===== config.mk =====
export PLATFORM = sky130hd
export DESIGN_NAME = img_uart_loader
export DESIGN_NICKNAME = d
export VERILOG_FILES = /design/src/rtl/img_pkg.sv /design/src/rtl/rx_timeout_ctr.sv /design/src/rtl/img_uart_loader.sv
export SDC_FILE = /design/constraint.sdc
export NUM_CORES = 1
export LEC_CHECK = 0
export BUFFER_PORTS_ARGS = -buffer_cell sky130_fd_sc_hd__buf_2
export CAP_MARGIN = 15
export CORE_MARGIN = 2
export CORE_UTILIZATION = 25
export CTS_BUF_LIST = sky130_fd_sc_hd__clkbuf_4 sky130_fd_sc_hd__clkbuf_8
export DETAILED_ROUTE_END_ITERATION = 10
export SLEW_MARGIN = 40
export SYNTH_ARGS = -nofsm -noshare
export SYNTH_HDL_FRONTEND = slang
export SYNTH_SLANG_ARGS = --single-unit

===== constraint.sdc =====
create_clock -name clk -period 2.3 [get_ports clk]
set_input_delay 0.115 -clock clk [delete_from_list [all_inputs] [get_ports clk]]
set_output_delay 0.115 -clock clk [all_outputs]
set_load 0.05 [all_outputs]

===== src/rtl/img_pkg.sv =====
// img_pkg: shared definitions for the UART image loader.
//   - state_t   : loader FSM encoding (3 bits, S_IDLE..S_DONE)
//   - PIXEL_W   : RAM word width ({R,G,B})
//   - R/G/B_LSB : bit offset of each colour byte inside a pixel word
package img_pkg;

  localparam int unsigned PIXEL_W = 24;
  localparam int unsigned BYTE_W  = 8;
  localparam int unsigned STATE_W = 3;

  localparam int unsigned R_LSB = 16;
  localparam int unsigned G_LSB = 8;
  localparam int unsigned B_LSB = 0;

  typedef enum logic [STATE_W-1:0] {
    S_IDLE = 3'd0,
    S_R    = 3'd1,
    S_G    = 3'd2,
    S_B    = 3'd3,
    S_WR   = 3'd4,
    S_DONE = 3'd5
  } state_t;

  // States in which a FIFO byte may be consumed.
  function automatic logic is_collect(input state_t s);
    return (s == S_R) || (s == S_G) || (s == S_B);
  endfunction

  // States in which an empty FIFO counts toward the partial-pixel timeout.
  function automatic logic is_partial(input state_t s);
    return (s == S_G) || (s == S_B);
  endfunction

endpackage


===== src/rtl/rx_timeout_ctr.sv =====
// rx_timeout_ctr: idle-cycle watchdog for a partially received pixel.
//   Down-counter reloaded with CYCLES-1 while clear is high; decrements while
//   en is high. expire_c is asserted (combinationally) on the CYCLES-th
//   consecutive enabled cycle after a clear.
// Ports:
//   clk, reset  : clock, asynchronous active-high reset
//   clear       : reload the counter
//   en          : count this cycle
//   expire_c    : timeout reached in this cycle
module rx_timeout_ctr #(
  parameter int unsigned CYCLES = 50000
) (
  input  logic clk,
  input  logic reset,
  input  logic clear,
  input  logic en,
  output logic expire_c
);

  localparam int unsigned CNT_W = (CYCLES > 2) ? $clog2(CYCLES) : 1;
  localparam logic [CNT_W-1:0] LOAD = CNT_W'(CYCLES - 1);

  logic [CNT_W-1:0] cnt;

  // Remaining idle cycles; the reset value is overwritten by the reload that
  // is active in every state outside a partial pixel.
  always_ff @(posedge clk or posedge reset) begin
    if (reset) begin
      cnt <= '0;
    end else if (clear) begin
      cnt <= LOAD;
    end else if (en && (cnt != '0)) begin
      cnt <= cnt - CNT_W'(1);
    end
  end

  assign expire_c = en && (cnt == '0);

endmodule


===== src/rtl/img_uart_loader.sv =====
// img_uart_loader: drains the UART receive FIFO, packs bytes into 24-bit
// {R,G,B} pixels and writes IMG_PIXELS of them sequentially into the source
// image RAM, then reports done.
// Configuration macro: GRAY_REPLICATE_EN -- when defined, every byte is one
//   greyscale pixel written as {b,b,b}; S_G/S_B and the timeout are unused.
// Ports:
//   clk, reset : clock, asynchronous active-high reset
//   start      : single-cycle load command (honoured in S_IDLE/S_DONE only)
//   rx_empty   : FIFO empty flag
//   r_data     : FIFO head byte (first-word fall-through)
//   rd_uart    : FIFO pop, combinational from state and rx_empty
//   we, addr, DI : RAM write port (registered)
//   busy, done : load in progress / image complete (registered)
//   resync     : one-cycle pulse when a partial pixel is abandoned
module img_uart_loader
  import img_pkg::*;
#(
  parameter int unsigned ADDR_BITS      = 10,
  parameter int unsigned IMG_PIXELS     = 1024,
  parameter int unsigned TIMEOUT_CYCLES = 50000
) (
  input  logic                 clk,
  input  logic                 reset,
  input  logic                 start,
  input  logic                 rx_empty,
  input  logic [7:0]           r_data,
  output logic                 rd_uart,
  output logic                 we,
  output logic [ADDR_BITS-1:0] addr,
  output logic [23:0]          DI,
  output logic                 busy,
  output logic                 done,
  output logic                 resync
);

  localparam logic [ADDR_BITS-1:0] LAST_ADDR = ADDR_BITS'(IMG_PIXELS - 1);

  state_t state;
  logic   tmo_clear;
  logic   tmo_en;
  logic   tmo_expire_c;

  // A byte is consumed whenever one is waiting and a colour slot is open.
  assign rd_uart = is_collect(state) && !rx_empty;

`ifdef GRAY_REPLICATE_EN
  assign tmo_en    = 1'b0;
  assign tmo_clear = 1'b1;
`else
  assign tmo_en    = is_partial(state) && rx_empty;
  assign tmo_clear = !is_partial(state) || !rx_empty;
`endif

  rx_timeout_ctr #(
    .CYCLES (TIMEOUT_CYCLES)
  ) u_tmo (
    .clk      (clk),
    .reset    (reset),
    .clear    (tmo_clear),
    .en       (tmo_en),
    .expire_c (tmo_expire_c)
  );

  // Loader FSM with registered RAM port and status outputs.
  always_ff @(posedge clk or posedge reset) begin
    if (reset) begin
      state  <= S_IDLE;
      addr   <= '0;
      DI     <= '0;
      we     <= 1'b0;
      busy   <= 1'b0;
      done   <= 1'b0;
      resync <= 1'b0;
    end else begin
      we     <= 1'b0;
      resync <= 1'b0;
      case (state)
        S_IDLE, S_DONE: begin
          if (start) begin
            state <= S_R;
            addr  <= '0;
            done  <= 1'b0;
            busy  <= 1'b1;
          end
        end

        S_R: begin
          if (!rx_empty) begin
`ifdef GRAY_REPLICATE_EN
            DI    <= {3{r_data}};
            state <= S_WR;
            we    <= 1'b1;
`else
            DI[R_LSB +: BYTE_W] <= r_data;
            state <= S_G;
`endif
          end
        end

        // Stale lanes left by an abandoned pixel are always overwritten
        // before the next S_WR, so expiry only needs to restart at S_R.
        S_G: begin
          if (!rx_empty) begin
            DI[G_LSB +: BYTE_W] <= r_data;
            state <= S_B;
          end else if (tmo_expire_c) begin
            state  <= S_R;
            resync <= 1'b1;
          end
        end

        S_B: begin
          if (!rx_empty) begin
            DI[B_LSB +: BYTE_W] <= r_data;
            state <= S_WR;
            we    <= 1'b1;
          end else if (tmo_expire_c) begin
            state  <= S_R;
            resync <= 1'b1;
          end
        end

        S_WR: begin
          if (addr == LAST_ADDR) begin
            state <= S_DONE;
            busy  <= 1'b0;
            done  <= 1'b1;
          end else begin
            addr  <= addr + ADDR_BITS'(1);
            state <= S_R;
          end
        end

        default: state <= S_IDLE;
      endcase
    end
  end

endmodule


==> summary.txt <==
Run status
  – Status: completed

Worst setup path
  – Crit path launch type: flop
  – Buf/Inv on CP: 0
  – CP Cell Sequence: or3b_1 -> or4_4 -> and4_1 -> mux2i_1
  – Worst path required time: 2.53 ns
  – Critical path data arrival time: 2.23 ns
  – R2R setup slack: 0.30 ns
  – Delay-heaviest family, CP: simple AND/OR/NAND/NOR gates
  – Slowest stage delay, CP: 0.55 ns
  – Critical path's slowest cell: or4_4
  – WS Path Type: flop to flop
  – R2R Path Start: state[2]$_DFFE_PP0P_
  – Critical path peak fanout: 10
  – Crit path capture type: flop
  – Start point of the critical path: state[2]$_DFFE_PP0P_

Power and ir drop
  – Leak: 1.482 nW
  – Pwr Density: 1188 nW/µm²
  – Net Sw Power: 0.001857 W
  – Final Power: 0.004025 W
  – Sw Share: 46.14%
  – Comb pwr share: 44.7%
  – Internal Power: 0.002168 W
  – VDD IR-drop max: 0.8320 mV
  – Sequential share of power: 35.3%
  – Power share of the clock group: 20.1%

Timing
  – Slew Viols, Final: 0
  – Final worst slack: 0.2974 ns
  – Worst slew pin tran: 0.6472 ns
  – Layout Skew: 0.01342 ns
  – Unrepaired setup endpoints after global routing: no
  – Crit share post-route: 87.07%
  – Max-slew headroom at the worst pin: 55.74%
  – Setup_tns: 0 ns
  – Max Clock Freq: 499.3 MHz
  – Tmin final: 2.003 ns
  – Final Hold Viols: 0
  – Setup violations, final: 0

Synth
  – Synth Warn #: 0
  – Post-synth ARST share: 100.0%
  – Distinct cells, synth: 48
  – Mux cell area share after synthesis: 11.19%
  – Syn Area/Cell: 11.18 µm²
  – Sequential area share after synthesis: 53.17%
  – Largest family of logic cells by synthesized area: simple AND/OR/NAND/NOR gates
  – Synth Area in Compound Gates: 13.39%
  – Post-synth top flop: dfrtp_1
  – Adder-cell area share of the yosys netlist: 1.399%
  – #FFs+latches synth: 57
  – Net count after synthesis: 255
  – Commonest cells in the netlist: 57 x dfrtp_1, 24 x mux2_2, 19 x nand2_1
  – XOR/XNOR share of the synthesized area: 0.3265%
  – Most frequent cell after synthesis: dfrtp_1
  – Synth area leaders: dfrtp_1 53%, mux2_2 10%, nand2_1 2.7%
  – Post-synth EDFFs: 0
  – Area leader, netlist: dfrtp_1
  – Mapped Cells: 240
  – Synth top area share: 53.17%
  – Synth Area in Simple Gates: 18.19%
  – Netlist Area Pre-Place: 2683 µm²

Cells and area
  – Fill cells: 1,083
  – Ant diodes: 0
  – Area of the multi-input gates: 1194 µm²
  – Area growth, synth to finish: 26.26%
  – Final Non-Filler Cells: 453
  – Design area: 3387 µm²
  – Share of layout cells above drive strength 1: 36.28%
  – Register area: 1426 µm²
  – Final net count: 327

Placement
  – Global placer's final weighted congestion: 0.8318
  – Placed cell areas: 3187 µm²
  – Hpwl dp: 4121 µm
  – PortBufs: 50
  – Dpl cells: 435
  – Pre-CTS setup slack: 0.3218 ns

Route
  – Initial drt markers: 94
  – DR vias/cell: 4.804
  – Total number of vias: 2,176
  – Final WL: 5970 µm
  – DRC Markers: 0
  – Drt first pass iters: 4
  – Antenna viol nets, final: 0
  – Avg WL per Cell: 13.18 µm

Clock network
  – H-tree depth: 3
  – CTS max path bufs: 2
  – TritonCTS Buffers: 9
  – CTS tree: done
  – Clk sinks: 57
  – CTS clk-pin slew, worst paths: 0.08 ns
  – Root Buffer: clkbuf_8
  – Clk_lat worst skew: 0.34 ns

Die
  – Initial core utilization: 25.87%
  – Die ar.: 11,570 µm²
  – Die span in y: 107.6 µm
  – Rows: 37
  – Num ports: 51
  – Core area: 10,370 µm²
  – Die X-Extent: 107.6 µm

Run
  – Max-cap viol count: 0

GRT
  – First-pass GRT wire length: 10,070 µm
  – GR Overflow Total: 0
  – Global Route Usage Sum: 10.89%
  – Vias in the first global route: 2,149
  – Pin count of the biggest net entering global routing: 58
  – Initial antenna violation count: 0

Hold path
  – Min-Delay Path Class: input port to flop
  – Hold Crit Start: r_data[4]
cell usage in the layout, fill, tap and decap left out, types with 4 or more instances in the layout:
cell type / n
o31ai_1: 6
buf_4: 15
nand2_1: 19
a21oi_1: 14
o41ai_1: 4
clkbuf_8: 9
inv_1: 8
buf_2: 50
o21ai_0: 10
or4_1: 5
nand4_1: 4
nand3_1: 5
a31oi_1: 4
nand4b_1: 5
mux2_2: 24
a21o_1: 4
nor2_1: 10
nand3b_1: 5
nor3_1: 8
dfrtp_1: 57
stage by stage:
stage | utilization, % | hold slack (ns)
2_1_floorplan | - | 0.2667
3_3_place_gp | 30.73 | 0.3745
3_5_place_dp | 30.73 | 0.3796
4_1_cts | 32.37 | 0.02232
5_1_grt | 32.66 | 0.01964
6_report | 32.66 | 0.04408
power groups by stage:
stage	combinational, W	clock [W]	sequential (W)
2_1_floorplan	0.000565	0	0.00224
3_3_place_gp	0.00180	0	0.00143
3_5_place_dp	0.00181	0	0.00144
4_1_cts	0.00181	0.000842	0.00142
5_1_grt	0.00190	0.000887	0.00147
6_report	0.00180	0.000808	0.00142
sequential cells by signal, summed over array words and instances, names as in the netlist:
| signal | cells |
|---|---|
| resync | 1 |
| busy | 1 |
| we | 1 |
| addr | 10 |
| u_tmo.cnt | 16 |
| done | 1 |
| DI | 24 |
| state | 3 |
layer usage:
layer / vias to the layer above / part of all wire (%) / global-route usage [%]
met4: 0 / 0.35 / 2.930
met5: - / 0 / 0
met3: 4 / 4.0 / 4.177
met2: 39 / 49 / 17.30
li1: 1055 / - / -
met1: 1078 / 47 / 13.86
cells by family (layout without fill, tap and decap cells):
logic type | Yosys count | after routing
AO/OA/AOI/OAI | 54 | 54
XOR/XNOR | 1 | 1
adder cells (fa/ha/maj) | 3 | 3
buffers and inverters | 15 | 92
flip-flops | 57 | 57
multiplexers | 27 | 27
AND/OR/NAND/NOR | 83 | 83
worst register-to-register path: cells and delay by family (launching register included):
kind / cells / cell delay (ns)
flops: 1 / 0.51
mux: 1 / 0.12
simple gates: 3 / 1.27
path summary, 6_finish.rpt:
check | endpoint | cells after the start
worst min register to register | done$_DFFE_PP0P_ | 1
worst min-delay path | DI[4]$_DFFE_PP0P_ | 2
worst max register to register | addr[9]$_DFFE_PP0P_ | 4
min in group asynchronous | u_tmo.cnt[15]$_DFFE_PP0P_ | 4
worst max-delay path | addr[9]$_DFFE_PP0P_ | 4
max in group asynchronous | we$_DFF_PP0_ | 5
area by class of cell:
class                   count  area share [%]
clock buffers               9           3.657
clock inverters             7           1.367
inverters                   9          0.9974
multi-input cells         168           35.24
flip-flops and latches     57           42.11
well taps                 136           5.024
repair buffers             67           11.60
timing repair:
action                    in CTS  in global routing
hold endpoints to repair       0                 14
buffers inserted               0                  0
resized for setup              0                  0
hold buffers                   0                  1
Power figures use the tool's default switching activity.
